## config.mk

```make
export PLATFORM = sky130hd
export DESIGN_NAME = vga_fb_scanout
export DESIGN_NICKNAME = d
export VERILOG_FILES = /design/src/rtl/vga_pkg.sv /design/src/rtl/vga_timing.sv /design/src/rtl/vga_fb_scanout.sv
export SDC_FILE = /design/constraint.sdc
export NUM_CORES = 1
export LEC_CHECK = 0
export CAP_MARGIN = 20
export CORE_MARGIN = 2
export CORE_UTILIZATION = 59
export DETAILED_ROUTE_END_ITERATION = 6
export PLACE_DENSITY = 0.84
export SYNTH_ARGS = -nofsm -noshare
export SYNTH_HDL_FRONTEND = slang
export SYNTH_SLANG_ARGS = --single-unit
```

## constraint.sdc

```tcl
create_clock -name clk -period 3.1 [get_ports clk]
set_clock_uncertainty 0.15 [all_clocks]
set_input_delay 0.465 -clock clk [delete_from_list [all_inputs] [get_ports clk]]
set_output_delay 0.465 -clock clk [all_outputs]
set_load 0.05 [all_outputs]
```

## src/rtl/vga_pkg.sv

```systemverilog
`default_nettype none
// +----------------------------------------------------------------------+
// | vga_pkg                                                              |
// | Shared VGA timing defaults, pixel formats and colour-bar constants.  |
// | Rev 1.0 - initial parametrised scan-out package                      |
// +----------------------------------------------------------------------+
package vga_pkg;

    localparam int c_h_active = 640;
    localparam int c_h_fp     = 16;
    localparam int c_h_sync   = 96;
    localparam int c_h_bp     = 48;
    localparam int c_v_active = 480;
    localparam int c_v_fp     = 10;
    localparam int c_v_sync   = 2;
    localparam int c_v_bp     = 33;

    typedef enum logic [0:0] {
        FMT_RGB444 = 1'b0,
        FMT_RGB565 = 1'b1
    } pix_fmt_e;

    localparam logic [11:0] c_bar_white   = 12'hFFF;
    localparam logic [11:0] c_bar_yellow  = 12'hFF0;
    localparam logic [11:0] c_bar_cyan    = 12'h0FF;
    localparam logic [11:0] c_bar_green   = 12'h0F0;
    localparam logic [11:0] c_bar_magenta = 12'hF0F;
    localparam logic [11:0] c_bar_red     = 12'hF00;
    localparam logic [11:0] c_bar_blue    = 12'h00F;
    localparam logic [11:0] c_bar_black   = 12'h000;

    // Control bits that travel alongside the memory read
    typedef struct packed {
        logic vis;
        logic hsync;
        logic vsync;
        logic first;
    } ctl_t;

    function automatic int calc_h_total(input int act, input int fp, input int sync, input int bp);
        return act + fp + sync + bp;
    endfunction

    function automatic int calc_v_total(input int act, input int fp, input int sync, input int bp);
        return act + fp + sync + bp;
    endfunction

    function automatic logic [11:0] bar_colour(input logic [2:0] idx);
        logic [11:0] col;
        case (idx)
            3'd0:    col = c_bar_white;
            3'd1:    col = c_bar_yellow;
            3'd2:    col = c_bar_cyan;
            3'd3:    col = c_bar_green;
            3'd4:    col = c_bar_magenta;
            3'd5:    col = c_bar_red;
            3'd6:    col = c_bar_blue;
            default: col = c_bar_black;
        endcase
        return col;
    endfunction

    // RGB565 keeps the top four bits of each channel
    function automatic logic [11:0] fmt_pixel(input logic [15:0] d, input pix_fmt_e fmt);
        logic [11:0] col;
        if (fmt == FMT_RGB565) begin
            col = {d[15:12], d[10:7], d[4:1]};
        end else begin
            col = d[11:0];
        end
        return col;
    endfunction

endpackage
`default_nettype wire

```

## src/rtl/vga_timing.sv

```systemverilog
`default_nettype none
// +----------------------------------------------------------------------+
// | vga_timing                                                           |
// | Horizontal/vertical counters, visible flag and raw sync windows.     |
// | Rev 1.0 - initial parametrised timing generator                      |
// +----------------------------------------------------------------------+
module vga_timing
    import vga_pkg::*;
#(
    parameter int H_ACTIVE = c_h_active,
    parameter int H_FP     = c_h_fp,
    parameter int H_SYNC   = c_h_sync,
    parameter int H_BP     = c_h_bp,
    parameter int V_ACTIVE = c_v_active,
    parameter int V_FP     = c_v_fp,
    parameter int V_SYNC   = c_v_sync,
    parameter int V_BP     = c_v_bp
) (
    input  logic clk,
    input  logic rst,
    output logic o_visible,
    output logic o_act_last,
    output logic o_frame_first,
    output logic o_frame_end,
    output logic o_hsync,
    output logic o_vsync
);

    localparam int c_h_total = calc_h_total(H_ACTIVE, H_FP, H_SYNC, H_BP);
    localparam int c_v_total = calc_v_total(V_ACTIVE, V_FP, V_SYNC, V_BP);
    localparam int c_hcnt_w  = $clog2(c_h_total);
    localparam int c_vcnt_w  = $clog2(c_v_total);

    logic [c_hcnt_w-1:0] r_hcnt;
    logic [c_vcnt_w-1:0] r_vcnt;
    logic                w_line_end;
    logic                w_last_line;

    assign w_line_end  = (r_hcnt == c_hcnt_w'(c_h_total - 1));
    assign w_last_line = (r_vcnt == c_vcnt_w'(c_v_total - 1));

    always_ff @(posedge clk) begin
        if (rst) begin
            r_hcnt <= '0;
            r_vcnt <= '0;
        end else if (w_line_end) begin
            r_hcnt <= '0;
            r_vcnt <= w_last_line ? '0 : r_vcnt + c_vcnt_w'(1);
        end else begin
            r_hcnt <= r_hcnt + c_hcnt_w'(1);
        end
    end

    assign o_visible     = (r_hcnt < c_hcnt_w'(H_ACTIVE)) && (r_vcnt < c_vcnt_w'(V_ACTIVE));
    assign o_act_last    = o_visible && (r_hcnt == c_hcnt_w'(H_ACTIVE - 1));
    assign o_frame_first = (r_hcnt == '0) && (r_vcnt == '0);
    assign o_frame_end   = w_line_end && w_last_line;
    assign o_hsync       = (r_hcnt >= c_hcnt_w'(H_ACTIVE + H_FP)) &&
                           (r_hcnt <  c_hcnt_w'(H_ACTIVE + H_FP + H_SYNC));
    assign o_vsync       = (r_vcnt >= c_vcnt_w'(V_ACTIVE + V_FP)) &&
                           (r_vcnt <  c_vcnt_w'(V_ACTIVE + V_FP + V_SYNC));

endmodule
`default_nettype wire

```

## src/rtl/vga_fb_scanout.sv

```systemverilog
`default_nettype none
// +----------------------------------------------------------------------+
// | vga_fb_scanout                                                       |
// | Framebuffer scan-out: timing, scaled read addresses, latency-aligned |
// | sync/de/colour. Optional colour bars via VGA_TEST_PATTERN_EN.        |
// | Rev 1.0 - parametrised successor of the fixed 640x480 reader         |
// +----------------------------------------------------------------------+
module vga_fb_scanout
    import vga_pkg::*;
#(
    parameter int H_ACTIVE = c_h_active,
    parameter int H_FP     = c_h_fp,
    parameter int H_SYNC   = c_h_sync,
    parameter int H_BP     = c_h_bp,
    parameter int V_ACTIVE = c_v_active,
    parameter int V_FP     = c_v_fp,
    parameter int V_SYNC   = c_v_sync,
    parameter int V_BP     = c_v_bp,
    parameter int SYNC_POL = 0,
    parameter int SCALE    = 1,
    parameter int PIX_FMT  = 0,
    parameter int MEM_LAT  = 1,
    parameter int ADDR_W   = 19
) (
    input  logic              clk,
    input  logic              rst,
    output logic [ADDR_W-1:0] mem_addr,
    output logic              mem_en,
    input  logic [15:0]       mem_data,
    output logic              hs,
    output logic              vs,
    output logic              de,
    output logic [11:0]       rgb,
    output logic              frame_start,
    input  logic              test_mode
);

    localparam int c_fb_w  = H_ACTIVE / SCALE;
    localparam int c_fb_h  = V_ACTIVE / SCALE;
    localparam int c_sub_w = (SCALE > 1) ? $clog2(SCALE) : 1;
    localparam logic [c_sub_w-1:0] c_sub_last  = c_sub_w'(SCALE - 1);
    localparam logic [ADDR_W-1:0]  c_line_step = ADDR_W'(c_fb_w);
    localparam pix_fmt_e           c_fmt       = (PIX_FMT == 1) ? FMT_RGB565 : FMT_RGB444;
    localparam logic               c_sync_on   = (SYNC_POL != 0);

    generate
        if ((64'(c_fb_w) * 64'(c_fb_h)) > (64'd1 << ADDR_W)) begin : g_addr_range_err
            $error("vga_fb_scanout: framebuffer does not fit ADDR_W");
        end
        if (SCALE != 1 && SCALE != 2 && SCALE != 4) begin : g_scale_err
            $error("vga_fb_scanout: SCALE must be 1, 2 or 4");
        end
        if (MEM_LAT < 1 || MEM_LAT > 3) begin : g_lat_err
            $error("vga_fb_scanout: MEM_LAT must be 1..3");
        end
    endgenerate

    logic w_visible;
    logic w_act_last;
    logic w_frame_first;
    logic w_frame_end;
    logic w_hsync;
    logic w_vsync;

    vga_timing #(
        .H_ACTIVE (H_ACTIVE),
        .H_FP     (H_FP),
        .H_SYNC   (H_SYNC),
        .H_BP     (H_BP),
        .V_ACTIVE (V_ACTIVE),
        .V_FP     (V_FP),
        .V_SYNC   (V_SYNC),
        .V_BP     (V_BP)
    ) u_timing (
        .clk           (clk),
        .rst           (rst),
        .o_visible     (w_visible),
        .o_act_last    (w_act_last),
        .o_frame_first (w_frame_first),
        .o_frame_end   (w_frame_end),
        .o_hsync       (w_hsync),
        .o_vsync       (w_vsync)
    );

    // Address generator: replication handled by sub-pixel/sub-line counters
    logic [c_sub_w-1:0] r_xsub;
    logic [c_sub_w-1:0] r_ysub;
    logic [ADDR_W-1:0]  r_col;
    logic [ADDR_W-1:0]  r_line_base;

    always_ff @(posedge clk) begin
        if (rst) begin
            r_xsub      <= '0;
            r_ysub      <= '0;
            r_col       <= '0;
            r_line_base <= '0;
        end else begin
            if (w_act_last) begin
                r_xsub <= '0;
                r_col  <= '0;
                if (r_ysub == c_sub_last) begin
                    r_ysub      <= '0;
                    r_line_base <= r_line_base + c_line_step;
                end else begin
                    r_ysub <= r_ysub + c_sub_w'(1);
                end
            end else if (w_visible) begin
                if (r_xsub == c_sub_last) begin
                    r_xsub <= '0;
                    r_col  <= r_col + ADDR_W'(1);
                end else begin
                    r_xsub <= r_xsub + c_sub_w'(1);
                end
            end
            if (w_frame_end) begin
                r_line_base <= '0;
                r_ysub      <= '0;
            end
        end
    end

    logic        w_rd;
    logic        w_tp_sel;
    logic [11:0] w_tp_rgb;

`ifdef VGA_TEST_PATTERN_EN
    localparam int c_bar_w  = (H_ACTIVE / 8 > 0) ? H_ACTIVE / 8 : 1;
    localparam int c_bsub_w = (c_bar_w > 1) ? $clog2(c_bar_w) : 1;

    logic [c_bsub_w-1:0] r_bar_sub;
    logic [2:0]          r_bar_idx;
    logic                r_tp     [0:MEM_LAT];
    logic [11:0]         r_tp_col [0:MEM_LAT];

    always_ff @(posedge clk) begin
        if (rst) begin
            r_bar_sub <= '0;
            r_bar_idx <= '0;
        end else if (w_act_last) begin
            r_bar_sub <= '0;
            r_bar_idx <= '0;
        end else if (w_visible) begin
            if (r_bar_sub == c_bsub_w'(c_bar_w - 1)) begin
                r_bar_sub <= '0;
                r_bar_idx <= r_bar_idx + 3'd1;
            end else begin
                r_bar_sub <= r_bar_sub + c_bsub_w'(1);
            end
        end
    end

    // Pattern colour rides a delay line matching the memory path
    always_ff @(posedge clk) begin
        if (rst) begin
            for (int i = 0; i <= MEM_LAT; i++) begin
                r_tp[i]     <= 1'b0;
                r_tp_col[i] <= '0;
            end
        end else begin
            r_tp[0]     <= test_mode;
            r_tp_col[0] <= bar_colour(r_bar_idx);
            for (int i = 1; i <= MEM_LAT; i++) begin
                r_tp[i]     <= r_tp[i-1];
                r_tp_col[i] <= r_tp_col[i-1];
            end
        end
    end

    assign w_rd     = w_visible & ~test_mode;
    assign w_tp_sel = r_tp[MEM_LAT];
    assign w_tp_rgb = r_tp_col[MEM_LAT];
`else
    logic w_unused_test_mode;

    assign w_unused_test_mode = test_mode;
    assign w_rd     = w_visible;
    assign w_tp_sel = 1'b0;
    assign w_tp_rgb = 12'h000;
`endif

    always_ff @(posedge clk) begin
        if (rst) begin
            mem_addr <= '0;
            mem_en   <= 1'b0;
        end else begin
            mem_en <= w_rd;
            if (w_rd) begin
                mem_addr <= r_line_base + r_col;
            end
        end
    end

    ctl_t w_ctl;
    ctl_t r_ctl [0:MEM_LAT];
    ctl_t w_out;

    assign w_ctl = {w_visible, w_hsync, w_vsync, w_frame_first};
    assign w_out = r_ctl[MEM_LAT];

    always_ff @(posedge clk) begin
        if (rst) begin
            for (int i = 0; i <= MEM_LAT; i++) begin
                r_ctl[i] <= '0;
            end
        end else begin
            r_ctl[0] <= w_ctl;
            for (int i = 1; i <= MEM_LAT; i++) begin
                r_ctl[i] <= r_ctl[i-1];
            end
        end
    end

    logic [11:0] w_pix;

    assign w_pix = w_tp_sel ? w_tp_rgb : fmt_pixel(mem_data, c_fmt);

    always_ff @(posedge clk) begin
        if (rst) begin
            hs          <= ~c_sync_on;
            vs          <= ~c_sync_on;
            de          <= 1'b0;
            rgb         <= 12'h000;
            frame_start <= 1'b0;
        end else begin
            hs          <= w_out.hsync ? c_sync_on : ~c_sync_on;
            vs          <= w_out.vsync ? c_sync_on : ~c_sync_on;
            de          <= w_out.vis;
            rgb         <= w_out.vis ? w_pix : 12'h000;
            frame_start <= w_out.first;
        end
    end

endmodule
`default_nettype wire
```

==> results of run 1 <==
==> power groups by stage <==
| stage | Combinational, µW | Clock (µW) | Sequential (µW) |
|---|---|---|---|
| floorplan | 40.1 | 0 | 1290 |
| global placement | 110 | 0 | 1260 |
| detailed placement | 112 | 0 | 1260 |
| CTS | 112 | 758 | 1230 |
| global route | 121 | 804 | 1240 |
| finish | 112 | 745 | 1230 |
==> Yosys cell counts, drive strengths merged, types with 2 or more instances <==
cell type	number	area (µm²)
o2111ai	2	17.5
inv	15	56.3
o21ai	13	72.6
nand4	16	113
nor3	17	85.1
xnor2	34	298
nor4	10	68.8
nand4b	2	17.5
and3	6	37.5
nand3	21	105
ha	17	213
buf	9	58.8
nand2	46	180
and4	2	17.5
a211oi	3	22.5
o211ai	2	15.0
and2	17	106
nor2b	7	43.8
clkbuf	12	47.6
a31oi	3	18.8
a21o	7	52.6
dfxtp	94	1880
nor4b	3	41.3
nor2	55	206
xor2	12	105
or3	11	68.8
a21oi	27	135
==> kinds of logic (layout without fill, tap and decap cells) <==
| group | after synthesis | after routing |
|---|---|---|
| multiplexers | 1 | 1 |
| flip-flops | 94 | 94 |
| adder cells (fa/ha/maj) | 18 | 18 |
| buffers and inverters | 36 | 85 |
| AND/OR/NAND/NOR | 219 | 219 |
| XOR/XNOR | 46 | 46 |
| AO/OA/AOI/OAI | 65 | 65 |
==> worst reg2reg max path, stage by stage (launching register included) <==
cell and delay (ns):
sky130_fd_sc_hd__dfxtp_1 0.40, sky130_fd_sc_hd__ha_1 0.20, sky130_fd_sc_hd__and3_1 0.30, sky130_fd_sc_hd__nand4_1 0.52, sky130_fd_sc_hd__nand2_1 0.73, sky130_fd_sc_hd__nor2_1 0.14
==> routing by layer <==
metal / vias to the layer above / GRT usage [%] / share of wire (%)
li1: 1744 / - / -
met3: 9 / 5.97 / 6.7
met1: 1620 / 30.9 / 47
met2: 111 / 36.2 / 45
met5: - / 0 / 0
met4: 0 / 7.30 / 1.1
==> state kept, by name, indices dropped and copies added (netlist names), 8 cells and up <==
name / count
r_ctl: 8
r_col: 19
mem_addr: 19
r_line_base: 12
rgb: 12
u_timing.r_hcnt: 10
u_timing.r_vcnt: 10
==> through the flow <==
stage	util [%]	hold WS, ns	power, µW	cells
3_5_place_dp	69.8	0.202	1370	608
6_report	72.4	0.218	2090	624
3_3_place_gp	69.8	0.199	1370	608
2_1_floorplan	-	0.193	1330	479
5_1_grt	72.4	0.244	2160	624
4_1_cts	72.4	0.215	2100	624
==> path summary, 6_finish.rpt <==
kind	startpoint	to	slack [ns]	cells after the start
max reg2reg	u_timing.r_hcnt[0]$_SDFF_PP0_	r_col[18]$_SDFFE_PP0P_	0.53	5
max	u_timing.r_hcnt[0]$_SDFF_PP0_	r_col[18]$_SDFFE_PP0P_	0.53	5
min	r_ctl[0][5]$_SDFF_PP0_	vs$_SDFF_PP1_	0.22	1
min reg2reg	r_ctl[0][5]$_SDFF_PP0_	vs$_SDFF_PP1_	0.22	1
==> final cells by class <==
cell class / count / area, µm² / share of cell area, %
well taps: 96 / 120 / 2.42
repair buffers: 54 / 528 / 10.6
clock inverters: 7 / 55.1 / 1.11
inverters: 15 / 56.3 / 1.13
flip-flops and latches: 94 / 1880 / 37.9
clock buffers: 9 / 124 / 2.49
multi-input cells: 349 / 2210 / 44.4
==> flow_summary_export.csv, run 1 <==
group,metric,value,unit
outcome,outcome,"finished, final reports clean",
power_and_ir_drop,power_leakage,0.00183,µW
flow_run,drv_cap,0,
critical_path,cp_slowest_cell,"sky130_fd_sc_hd__nand2_1",
clock_tree,cts_num_sinks,94,
clock_tree,clock_latency,0.36,ns
synthesis,synthXorXnorAreaFrac,9.48,%
layout,layout.cells.most_common_list,"94 x sky130_fd_sc_hd__dfxtp_1, 55 x sky130_fd_sc_hd__nor2_1, 49 x sky130_fd_sc_hd__clkdlybuf4s50_1",
synthesis,main_combinational_cell_family_by_area_after_synthesis,"simple AND/OR/NAND/NOR gates",
critical_path,crit_chain,"ha_1, and3_1, nand4_1, nand2_1, nor2_1",
power_and_ir_drop,switching_power,522,µW
power_and_ir_drop,p_int,1570,µW
synthesis,syn_nets,516,
power_and_ir_drop,seq_power_share,59.0,%
critical_path,timing.setup.critical_path_class,"flip-flop to flip-flop",
die,num_io_pins,55,
timing,fin_crit,2.57,ns
layout,finalNetCount,560,
critical_path,worst_ep_required_time,3.17,ns
clock_tree,htree_num_levels,3,
synthesis,synth-warning-count,0,
place,placed_area,0.00479,mm²
die,initial_core_util,61.9,%
power_and_ir_drop,vdd_drop_max,242,µV
timing,tightestPinTransition,0.726,ns
place,gp_routability_congestion,0.894,
synthesis,synth_seq_cells,94,
global_routing,grt_usage,23.0,%
worst_hold_path,holdCritPathClass,"flip-flop to flip-flop",
synthesis,synth_enable_flop_cells,0,
timing,timing.final.hold_violations,0,
synthesis,synthFlopType,"sky130_fd_sc_hd__dfxtp_1",
layout,drive_above_1_share,5.68,%
critical_path,critPathTopFamily,"simple AND/OR/NAND/NOR gates",
synthesis,synth_adder_area_share,5.48,%
layout,num_antenna_cells,0,
synthesis,yosys.area_share.simple,26.8,%
global_routing,grt_pass1_vias,3150,
global_routing,grt_antenna_before_repair,0,
synthesis,distinct_cells_synth,51,
die,floorplan.rows,30,
timing,slew_headroom,51.6,%
place,io_buffer_count,49,
power_and_ir_drop,power.switching_fraction,24.9,%
timing,finalSetupViolCount,0,
layout,summed_area_of_non_filler_cells_in_the_final_layout,0.00497,mm²
critical_path,critPathCaptureType,"flip-flop",
die,die_width,88.9,µm
die,overall_die_height,88.9,µm
synthesis,synth_compound_gate_area_share,9.92,%
clock_tree,cts_hold_buf,0,
power_and_ir_drop,clkPwrFrac,35.6,%
global_routing,grt_max_degree,29,
place,dp_hpwl,6.35,mm
clock_tree,numCtsBuffers,9,
routing,drt_pass1_iterations,5,
global_routing,globalRouteOverflowTotal,0,
clock_tree,clk_pin_slew,0.10,ns
timing,totalNegativeSetupSlack,0,ns
critical_path,critical_path.startpoint_type,"flip-flop",
timing,drv_slew,0,
routing,wire_per_inst,14.2,µm
die,placeableCoreArea,0.00687,mm²
power_and_ir_drop,power_density,421,mW/mm²
synthesis,synth_area_per_cell,8.87,µm²
layout,layout.filler_cells,534,
routing,via_count,3484,
global_routing,wire_length_of_the_first_global_routing_pass,14.2,mm
timing,timing.final.ws_setup,0.533,ns
clock_tree,cts.repair.resized,0,
routing,detail_route.vias_per_cell,5.58,
routing,drt_first_iter_violations,208,
synthesis,postSynth.asyncResetShare,0,%
timing,period_share,82.8,%
clock_tree,clk_path_buf_depth,2,
timing,rsz0062_at_grt,"false",
synthesis,synth-seq-area-share,44.3,%
clock_tree,postCtsSetupRepairBufs,0,
critical_path,timing.critical_path.buf_inv,0,
clock_tree,clockRootBuffer,"sky130_fd_sc_hd__clkbuf_8",
power_and_ir_drop,proportion_of_power_drawn_by_combinational_gates,5.3,%
critical_path,critPathMaxStageDelay,0.72,ns
layout,synthToLayoutAreaGrowth,17.0,%
routing,ant_nets,0,
critical_path,worstPathMaxFanout,19,
synthesis,synthMuxAreaShare,0.236,%
clock_tree,tritoncts,"done",
place,placement.setup.worst_slack,0.593,ns
synthesis,netlist_area,0.00425,mm²
critical_path,arrival,2.64,ns
routing,drc,0,
synthesis,post_synthesis_cell_count,479,
timing,fmaxAchievable,390,MHz
routing,postRouteWirelength,8.86,mm
layout,layout_commonest_cell,"sky130_fd_sc_hd__dfxtp_1",
die,die_area,0.00790,mm²
Note: power is estimated with default switching activity, not from simulation.
==> run 2: changes to the inputs <==
--- a/config.mk
+++ b/config.mk
@@ -7,9 +7,9 @@
 export LEC_CHECK = 0
 export CAP_MARGIN = 20
 export CORE_MARGIN = 2
-export CORE_UTILIZATION = 59
+export CORE_UTILIZATION = 55
 export DETAILED_ROUTE_END_ITERATION = 6
-export PLACE_DENSITY = 0.84
+export PLACE_DENSITY = 0.79
 export SYNTH_ARGS = -nofsm -noshare
 export SYNTH_HDL_FRONTEND = slang
 export SYNTH_SLANG_ARGS = --single-unit
==> constraint.sdc (replaced) <==
create_clock -name clk -period 2.44 [get_ports clk]
set_clock_uncertainty 0.15 [all_clocks]
set_input_delay 0.366 -clock clk [delete_from_list [all_inputs] [get_ports clk]]
set_output_delay 0.366 -clock clk [all_outputs]
set_load 0.05 [all_outputs]
==> flow_summary_export.csv, run 2 (synthesized netlist as in run 1, its figures left out) <==
group,metric,value,unit
clock_tree,cts_hold_buf,0,
clock_tree,clock_latency,0.36,ns
die,die_width,91.9,µm
die,initial_core_util,55.9,%
critical_path,r2r_end,"mem_addr[17]$_SDFFE_PP0P_",
routing,wire_per_inst,13.5,µm
critical_path,reg2reg_setup_slack,0.15,ns
clock_tree,clk_pin_slew,0.08,ns
critical_path,critical_path.startpoint_type,"flip-flop",
timing,totalNegativeSetupSlack,0,ns
layout,ff_latch_area,0.00188,mm²
routing,drc,0,
power_and_ir_drop,vdd_drop_max,283,µV
layout,reg.largest.list,"mem_addr (19), r_col (19)",
routing,drt_pass1_iterations,4,
critical_path,worst_ep_required_time,2.57,ns
critical_path,timing.setup.critical_path_class,"flip-flop to flip-flop",
timing,finalSetupViolCount,0,
global_routing,global_route_hottest_layer,"met2",
global_routing,groute.layer.met1.usage,29.3,%
clock_tree,cts_num_sinks,94,
critical_path,critPathCaptureType,"flip-flop",
global_routing,grt_max_degree,27,
power_and_ir_drop,switching_power,612,µW
layout,layout.filler_cells,625,
layout,drive_above_1_share,6.54,%
power_and_ir_drop,clkPwrFrac,37.8,%
clock_tree,clockRootBuffer,"sky130_fd_sc_hd__clkbuf_8",
power_and_ir_drop,p_int,2150,µW
power_and_ir_drop,seq_power_share,56.9,%
routing,ant_nets,0,
routing,postRouteWirelength,8.58,mm
timing,fin_crit,2.29,ns
clock_tree,postCtsSetupRepairBufs,0,
place,io_buffer_count,49,
timing,slew_headroom,60.9,%
layout,finalNetCount,567,
routing,drt_first_iter_violations,232,
clock_tree,htree_num_levels,3,
clock_tree,numCtsBuffers,9,
power_and_ir_drop,power_leakage,0.00188,µW
routing,via_count,3452,
timing,period_share,94.0,%
layout,layout.cells.most_common_list,"94 x sky130_fd_sc_hd__dfxtp_1, 55 x sky130_fd_sc_hd__nor2_1, 49 x sky130_fd_sc_hd__clkdlybuf4s50_1",
power_and_ir_drop,power.switching_fraction,22.2,%
outcome,outcome,"finished, final reports clean",
place,gp_routability_congestion,0.850,
worst_hold_path,hold_crit_endpoint,"vs$_SDFF_PP1_",
routing,detail_route.vias_per_cell,5.42,
critical_path,worstPathMaxFanout,4,
clock_tree,cts.repair.resized,0,
power_and_ir_drop,power_density,546,mW/mm²
timing,fin_worst_hold_slack,0.223,ns
critical_path,regToRegStartpoint,"r_line_base[7]$_SDFFE_PP0P_",
critical_path,arrival,2.42,ns
die,overall_die_height,91.9,µm
clock_tree,tritoncts,"done",
worst_hold_path,holdCritPathClass,"flip-flop to flip-flop",
clock_tree,clk_path_buf_depth,2,
layout,synthToLayoutAreaGrowth,18.9,%
layout,multi_input_comb_area,0.00221,mm²
timing,tightestPinTransition,0.581,ns
place,dp_hpwl,6.35,mm
worst_hold_path,holdPathStages,1,
global_routing,wire_length_of_the_first_global_routing_pass,14.8,mm
layout,layout_commonest_cell,"sky130_fd_sc_hd__dfxtp_1",
worst_hold_path,hp-start,"r_ctl[0][5]$_SDFF_PP0_",
die,die_area,0.00845,mm²
timing,timing.final.hold_violations,0,
global_routing,met3_usage,3.53,%
die,placeableCoreArea,0.00761,mm²
critical_path,ff2ff_path_depth,7,
global_routing,grt_usage,21.4,%
global_routing,globalRouteOverflowTotal,0,
timing,rsz0062_at_grt,"false",
die,floorplan.rows,32,
timing,fmaxAchievable,436,MHz
timing,drv_slew,0,
flow_run,drv_cap,0,
layout,num_antenna_cells,0,
global_routing,use_met2,34.0,%
global_routing,grt_pass1_vias,3243,
die,num_io_pins,55,
global_routing,grt_antenna_before_repair,0,
power_and_ir_drop,proportion_of_power_drawn_by_combinational_gates,5.3,%
==> run 2: changes by cell type in the layout (fill, tap and decap cells not counted) <==
| cell | previous run | this run |
|---|---|---|
| sky130_fd_sc_hd__buf_4 | 5 | 12 |
| sky130_fd_sc_hd__inv_6 | 3 | 0 |
| sky130_fd_sc_hd__clkbuf_1 | 0 | 2 |
| sky130_fd_sc_hd__clkbuf_8 | 9 | 11 |
| sky130_fd_sc_hd__bufinv_16 | 0 | 1 |
| sky130_fd_sc_hd__clkinv_4 | 1 | 0 |
| sky130_fd_sc_hd__clkinvlp_4 | 2 | 1 |
==> run 2: how the worst max path moves through the flow <==
stage / depth (start not counted) / end / slack [ns] / startpoint
2_1_floorplan: 7 / mem_addr[17]$_SDFFE_PP0P_ / 0.45 / r_line_base[7]$_SDFFE_PP0P_
3_3_place_gp: 5 / rgb[3]$_SDFF_PP0_ / 0.26 / rst
3_5_place_dp: 7 / mem_addr[17]$_SDFFE_PP0P_ / 0.20 / r_line_base[7]$_SDFFE_PP0P_
4_1_cts: 7 / mem_addr[17]$_SDFFE_PP0P_ / 0.17 / r_line_base[7]$_SDFFE_PP0P_
5_1_grt: 7 / mem_addr[17]$_SDFFE_PP0P_ / 0.006 / r_line_base[7]$_SDFFE_PP0P_
6_report: 7 / mem_addr[17]$_SDFFE_PP0P_ / 0.15 / r_line_base[7]$_SDFFE_PP0P_
==> run 2: metrics by stage <==
stage                     worst slack, ns  cells  area (µm²)  total power (µW)  util, %
after floorplan                     0.450    479        4250              1690        -
after global placement              0.261    621        4850              1750     63.8
after detailed placement            0.195    621        4850              1750     63.8
after CTS                           0.174    637        5050              2780     66.4
after global routing              0.00604    637        5050              2840     66.4
final                               0.146    637        5050              2760     66.4
==> run 2: layout make-up <==
class | count | share of cell area, %
repair buffers | 61 | 11.5
multi-input cells | 349 | 43.6
clock inverters | 3 | 0.842
inverters | 15 | 1.11
flip-flops and latches | 94 | 37.2
well taps | 102 | 2.53
clock buffers | 13 | 3.14
==> run 2: power groups by stage <==
| stage | Combinational (µW) | Sequential [µW] | Clock [µW] |
|---|---|---|---|
| 6_report | 146 | 1570 | 1040 |
| 5_1_grt | 160 | 1570 | 1110 |
| 4_1_cts | 148 | 1570 | 1060 |
| 3_5_place_dp | 147 | 1600 | 0 |
| 3_3_place_gp | 144 | 1600 | 0 |
| 2_1_floorplan | 50.9 | 1640 | 0 |
==> run 2: worst max-delay path, cell delays in order, from the launching register on <==
cell	delay [ns]
sky130_fd_sc_hd__dfxtp_1	0.36
sky130_fd_sc_hd__ha_1	0.23
sky130_fd_sc_hd__fa_1	0.42
sky130_fd_sc_hd__a21o_1	0.19
sky130_fd_sc_hd__a21oi_1	0.23
sky130_fd_sc_hd__o21ai_0	0.26
sky130_fd_sc_hd__a31o_2	0.32
sky130_fd_sc_hd__o211ai_1	0.07
==> run 2: layer usage <==
layer	part of all wire, %	vias to the layer above
li1	-	1751
met1	49	1612
met2	45	77
met3	4.4	12
met4	1.5	0
met5	0	-
